===== config.mk =====
export PLATFORM = sky130hd
export DESIGN_NAME = adder_share_arbiter_flat
export DESIGN_NICKNAME = d
export VERILOG_FILES = /design/src/rtl/adder_share_arbiter_if.sv /design/src/rtl/adder_share_arbiter.sv /design/src/flat_wrapper.sv
export SDC_FILE = /design/constraint.sdc
export NUM_CORES = 1
export LEC_CHECK = 0
export CORE_MARGIN = 3
export CORE_UTILIZATION = 45
export CTS_BUF_LIST = sky130_fd_sc_hd__clkbuf_4 sky130_fd_sc_hd__clkbuf_8
export CTS_CLUSTER_SIZE = 30
export DETAILED_ROUTE_END_ITERATION = 7
export MAX_ROUTING_LAYER = met4
export PLACE_DENSITY = 0.84
export RECOVER_POWER = 25
export SYNTH_ARGS = -nofsm -noshare
export SYNTH_HDL_FRONTEND = slang
export SYNTH_SLANG_ARGS = --single-unit

===== constraint.sdc =====
create_clock -name clk -period 3.1 [get_ports clk]
set_input_delay 0.62 -clock clk [delete_from_list [all_inputs] [get_ports clk]]
set_output_delay 0.62 -clock clk [all_outputs]
set_load 0.1 [all_outputs]

===== src/rtl/adder_share_arbiter_if.sv =====
// Requester/result bus between the requesting blocks and the shared adder arbiter.
// master = requester/consumer side, slave = arbiter side.
interface adder_share_arbiter_if #(
  parameter int WIDTH = 31,
  parameter int NREQ  = 4,
  parameter int CNT_W = 16
);
  localparam int IDW = $clog2(NREQ);

  logic [NREQ-1:0]       req;
  logic [NREQ*WIDTH-1:0] a_bus;
  logic [NREQ*WIDTH-1:0] b_bus;
  logic [NREQ-1:0]       gnt;
  logic                  res_valid;
  logic                  res_ready;
  logic [WIDTH:0]        result;
  logic [IDW-1:0]        res_id;
  logic                  busy;
  logic [CNT_W-1:0]      op_count;

  modport master (
    output req, a_bus, b_bus, res_ready,
    input  gnt, res_valid, result, res_id, busy, op_count
  );

  modport slave (
    input  req, a_bus, b_bus, res_ready,
    output gnt, res_valid, result, res_id, busy, op_count
  );
endinterface


===== src/rtl/adder_share_arbiter.sv =====
// Round-robin sharing of one registered sign-extending adder among NREQ requesters.
// Grant 1 cycle after request, result 1 cycle later, held until res_ready; one op in flight.
module adder_share_arbiter #(
  parameter int WIDTH = 31,
  parameter int NREQ  = 4,
  parameter int CNT_W = 16
) (
  input  logic                 clk,
  input  logic                 rst,
  adder_share_arbiter_if.slave bus
);
  localparam int IDW = $clog2(NREQ);

  typedef enum logic [1:0] {IDLE, ADD, HOLD} state_t;

  state_t           state_q, state_d;
  logic [IDW-1:0]   ptr_q, ptr_d;
  logic [WIDTH-1:0] a_s_q, a_s_d;
  logic [WIDTH-1:0] b_s_q, b_s_d;
  logic [NREQ-1:0]  gnt_q, gnt_d;
  logic             res_valid_q, res_valid_d;
  logic [WIDTH:0]   result_q, result_d;
  logic [IDW-1:0]   res_id_q, res_id_d;
  logic [CNT_W-1:0] op_count_q, op_count_d;

  logic             found;
  logic [IDW-1:0]   win;
  logic [IDW-1:0]   cand;

  // Search starts one past the last winner so each requester gets a turn.
  always_comb begin
    found = 1'b0;
    win   = ptr_q;
    cand  = '0;
    for (int k = 1; k <= NREQ; k++) begin
      cand = IDW'((int'(ptr_q) + k) % NREQ);
      if (!found && bus.req[cand]) begin
        found = 1'b1;
        win   = cand;
      end
    end
  end

  always_comb begin
    state_d     = state_q;
    ptr_d       = ptr_q;
    a_s_d       = a_s_q;
    b_s_d       = b_s_q;
    gnt_d       = '0;
    res_valid_d = res_valid_q;
    result_d    = result_q;
    res_id_d    = res_id_q;
    op_count_d  = op_count_q;
    unique case (state_q)
      IDLE: begin
        if (found) begin
          a_s_d   = bus.a_bus[win*WIDTH +: WIDTH];
          b_s_d   = bus.b_bus[win*WIDTH +: WIDTH];
          gnt_d   = NREQ'(1) << win;
          ptr_d   = win;
          state_d = ADD;
        end
      end
      ADD: begin
        result_d    = {a_s_q[WIDTH-1], a_s_q} + {b_s_q[WIDTH-1], b_s_q};
        res_id_d    = ptr_q;
        res_valid_d = 1'b1;
        state_d     = HOLD;
      end
      HOLD: begin
        if (bus.res_ready) begin
          res_valid_d = 1'b0;
          op_count_d  = op_count_q + 1'b1;
          state_d     = IDLE;
        end
      end
      default: state_d = IDLE;
    endcase
  end

  always_ff @(posedge clk) begin
    if (rst) begin
      state_q     <= IDLE;
      ptr_q       <= IDW'(NREQ - 1);
      a_s_q       <= '0;
      b_s_q       <= '0;
      gnt_q       <= '0;
      res_valid_q <= 1'b0;
      result_q    <= '0;
      res_id_q    <= '0;
      op_count_q  <= '0;
    end else begin
      state_q     <= state_d;
      ptr_q       <= ptr_d;
      a_s_q       <= a_s_d;
      b_s_q       <= b_s_d;
      gnt_q       <= gnt_d;
      res_valid_q <= res_valid_d;
      result_q    <= result_d;
      res_id_q    <= res_id_d;
      op_count_q  <= op_count_d;
    end
  end

  assign bus.gnt       = gnt_q;
  assign bus.res_valid = res_valid_q;
  assign bus.result    = result_q;
  assign bus.res_id    = res_id_q;
  assign bus.busy      = (state_q != IDLE);
  assign bus.op_count  = op_count_q;
endmodule


===== src/flat_wrapper.sv =====
// flat-port wrapper written by rule: the top's interface ports become plain ports
module adder_share_arbiter_flat 
#(
  parameter int WIDTH = 31,
  parameter int NREQ  = 4,
  parameter int CNT_W = 16
)
  (clk, rst, bus_req, bus_a_bus, bus_b_bus, bus_res_ready, bus_gnt, bus_res_valid, bus_result, bus_res_id, bus_busy, bus_op_count);
  adder_share_arbiter_if #(.WIDTH(WIDTH), .NREQ(NREQ), .CNT_W(CNT_W)) bus_i ();
  input  logic clk;
  input  logic rst;
  input wire logic [$bits(bus_i.req)-1:0] bus_req;
  input wire logic [$bits(bus_i.a_bus)-1:0] bus_a_bus;
  input wire logic [$bits(bus_i.b_bus)-1:0] bus_b_bus;
  input wire logic [$bits(bus_i.res_ready)-1:0] bus_res_ready;
  output wire logic [$bits(bus_i.gnt)-1:0] bus_gnt;
  output wire logic [$bits(bus_i.res_valid)-1:0] bus_res_valid;
  output wire logic [$bits(bus_i.result)-1:0] bus_result;
  output wire logic [$bits(bus_i.res_id)-1:0] bus_res_id;
  output wire logic [$bits(bus_i.busy)-1:0] bus_busy;
  output wire logic [$bits(bus_i.op_count)-1:0] bus_op_count;
  assign bus_i.req = bus_req;
  assign bus_i.a_bus = bus_a_bus;
  assign bus_i.b_bus = bus_b_bus;
  assign bus_i.res_ready = bus_res_ready;
  assign bus_gnt = bus_i.gnt;
  assign bus_res_valid = bus_i.res_valid;
  assign bus_result = bus_i.result;
  assign bus_res_id = bus_i.res_id;
  assign bus_busy = bus_i.busy;
  assign bus_op_count = bus_i.op_count;
  adder_share_arbiter #(.WIDTH(WIDTH), .NREQ(NREQ), .CNT_W(CNT_W)) u_core (.clk(clk), .rst(rst), .bus(bus_i));
endmodule

==> metrics.txt <==
status=finished clean; CP max stage cell=a221oi_1; drc violations=0; WP data required=3.48 ns; final hold vios=0; final setup fails=0; Fin Clk Skew=0.0107 ns; pwr/cell area=562 nW/um^2; worst path cell trace=dlygate4sd3_1 > nand2b_1 > a21oi_1 > a221oi_1 > buf_12 > buf_4 > nand2_1 > nand2_1 > a22oi_1 > o21ai_0; Post-DRT Antenna Nets=0; crit start category=input pin; drt wl/cell=roughly 18 um; EDFF count, synth=0; vias in the first global route=between 7,000 and 8,000; WS Path Type=in2reg; register area share after synthesis=0.327; Core ar.=16,000 um^2; # resized after CTS=0; # diodes=0; Die ar.=18,100 um^2; Mean Syn Cell Area=7.42 um^2; Max Slew Vio Count=0; worst reg2reg path startpoint=u_core.a_s_q[0]$_SDFFE_PP0N_; I/O Buffers=310; clk sinks=approximately 120; first-pass GRT wire length=41.6 mm; Setup crit end kind=flop; Via Count=8,474; placer congestion estimate=0.964; 1st-pass router iterations=6; hold path start=u_core.bus.result[8]$_SDFFE_PP0P_; clk slew on worst S/H paths=approximately 0.080 ns; area of placed instances=about 11,000 um^2; Max Buffers Root-to-Sink=2; nets@finish=approximately 1,600; Post-CTS Setup Bufs=0; critical path data arrival time=3.09 ns; max_cap viols=0; CTS Buf Count=17; RSZ-0062 raised after global routing=no; height of the die=about 130 um; detailed-route wire length=27.3 mm; area added between synthesis and finish=46.6%; commonest cells after routing, fill and taps aside=clkdlybuf4s50_1 (252), nand2_1 (219), dfxtp_1 (121); critical path launch point=bus_req[2]; Top FF cell, synth=dfxtp_1; Syn Std Cell Area=7420 um^2; worst path bufs/invs=3; Slew headroom=0.162; initial core utilization=0.464; initial antenna violation count=0; GRT Total Usage=0.300; synthesis-stage register bit count=121; GRT overflow=0; Unique masters post-synth=64; post-route cell area=10,900 um^2; Post-CTS Hold Buffers=0; static leakage=about 4.4 nW; leading cell type in the layout, fill and taps excluded=clkdlybuf4s50_1; Yosys warnings=0; Iter 0 DRT Violations=about 670; Site Rows=46; largest net degree at the start of global routing=41; vias per inst=between 5 and 6; Die W=134 um; sum of negative setup slack=0 ns; DP HPWL=21.1 mm; Crit Path Max Fanout=33; most used cell, CP=nand2_1; insertion delay to the later sink of the worst-skew pair=0.46 ns; layout cell share with drive strength beyond 1=0.0704; slowest cell delay on critical path=around 0.70 ns; Slew @ Worst Pin=between 1 and 1.5 ns; syn_nets=1,288; gate count of the mapped netlist=1,000; Tmin final=2.72 ns; maximum vdd drop=roughly 0.00031 V; Hold Crit Class=reg2reg; post-synthesis async set-or-reset flop share=0; root cell of the clock tree=clkbuf_8; worst setup margin=0.382 ns; H-tree depth=4; Max Clk Rate=0.368 GHz; CTS tree=done; fill count=1,387; CP delay by family, top=buffers and inverters; Tcrit/Tclk final=0.877; pre-CTS setup slack=0.109 ns; IO Pins=311
==> worst min-delay path: stages (launching register included) <==
cell and delay (ns):
dfxtp_1 0.32, nand2_1 0.05, a21oi_1 0.05
==> cell type report <==
class | instances | area, um^2 | area share
inverter | 19 | 71.3 | 0.00656
clock inverter | 15 | 146 | 0.0135
timing repair buffer | 327 | 3050 | 0.281
clock buffer | 17 | 234 | 0.0215
sequential | 121 | 2420 | 0.223
tap | 216 | 270 | 0.0249
multi-input combinational | 793 | 4680 | 0.430
==> registers in the layout, indices dropped and copies added (netlist names) <==
name and cells:
u_core.ptr_q 2, u_core.state_q 2, u_core.a_s_q 31, u_core.bus.gnt 4
u_core.bus.op_count 16, u_core.bus.res_valid 1, u_core.bus.result 32, u_core.bus.res_id 2
u_core.b_s_q 31
==> power by group <==
group,internal [mW],total [mW],switching [mW]
Sequential,1.80,1.99,0.195
Clock,0.595,1.38,0.785
Combinational,1.00,2.73,1.73
Total,3.39,6.11,2.71
==> final timing paths <==
kind,end,slack (ns),cells after the start
max reg2reg,u_core.bus.result[18]$_SDFFE_PP0P_,0.41,10
max,u_core.b_s_q[1]$_SDFFE_PP0N_,0.38,10
min reg2reg,u_core.bus.result[8]$_SDFFE_PP0P_,0.46,2
min,u_core.bus.result[8]$_SDFFE_PP0P_,0.46,2
==> cell families after synthesis <==
family / count (synthesis) / synth area share
AND/OR/NAND/NOR: 354 / 0.207
multiplexers: 26 / 0.0351
flip-flops: 121 / 0.327
adder cells (fa/ha/maj): 33 / 0.0567
XOR/XNOR: 26 / 0.0307
AO/OA/AOI/OAI: 354 / 0.299
buffers and inverters: 86 / 0.0452
==> synthesized netlist by cell type, drive strengths merged, types with 4 or more instances <==
library cell | n | share of area
ha | 32 | 0.054
buf | 14 | 0.0088
nand4 | 5 | 0.0042
a211oi | 7 | 0.0071
xor2 | 15 | 0.018
a21oi | 95 | 0.065
nand2 | 219 | 0.11
o21ai | 105 | 0.071
o211ai | 8 | 0.0081
o21bai | 4 | 0.0040
mux2i | 26 | 0.035
nor3 | 10 | 0.0067
a31oi | 4 | 0.0034
dfxtp | 121 | 0.33
a21o | 12 | 0.012
o21a | 8 | 0.0081
nor2 | 47 | 0.024
nor2b | 7 | 0.0069
nand2b | 10 | 0.0084
clkbuf | 53 | 0.027
a22oi | 79 | 0.080
nand3 | 25 | 0.017
inv | 19 | 0.0096
xnor2 | 11 | 0.013
or3 | 12 | 0.010
and4 | 4 | 0.0047
==> through the flow <==
stage,power (mW),utilization,cells,hold slack [ns]
floorplan,3.77,-,1000,0.444
global placement,4.73,0.664,1476,0.443
detailed placement,4.76,0.664,1476,0.447
CTS,6.13,0.687,1508,0.458
global route,6.43,0.680,1508,0.474
finish,6.11,0.680,1508,0.457
==> layer usage <==
| layer | track usage | up-vias | wire, um | part of all wire |
|---|---|---|---|---|
| met4 | 0.0979 | 0 | 719 | 0.026 |
| li1 | - | 4152 | - | - |
| met1 | 0.404 | 3898 | 12200 | 0.45 |
| met3 | 0.0454 | 43 | 1720 | 0.063 |
| met5 | - | - | 0 | 0 |
| met2 | 0.463 | 381 | 12600 | 0.46 |
(Power assumes the default switching activity.)
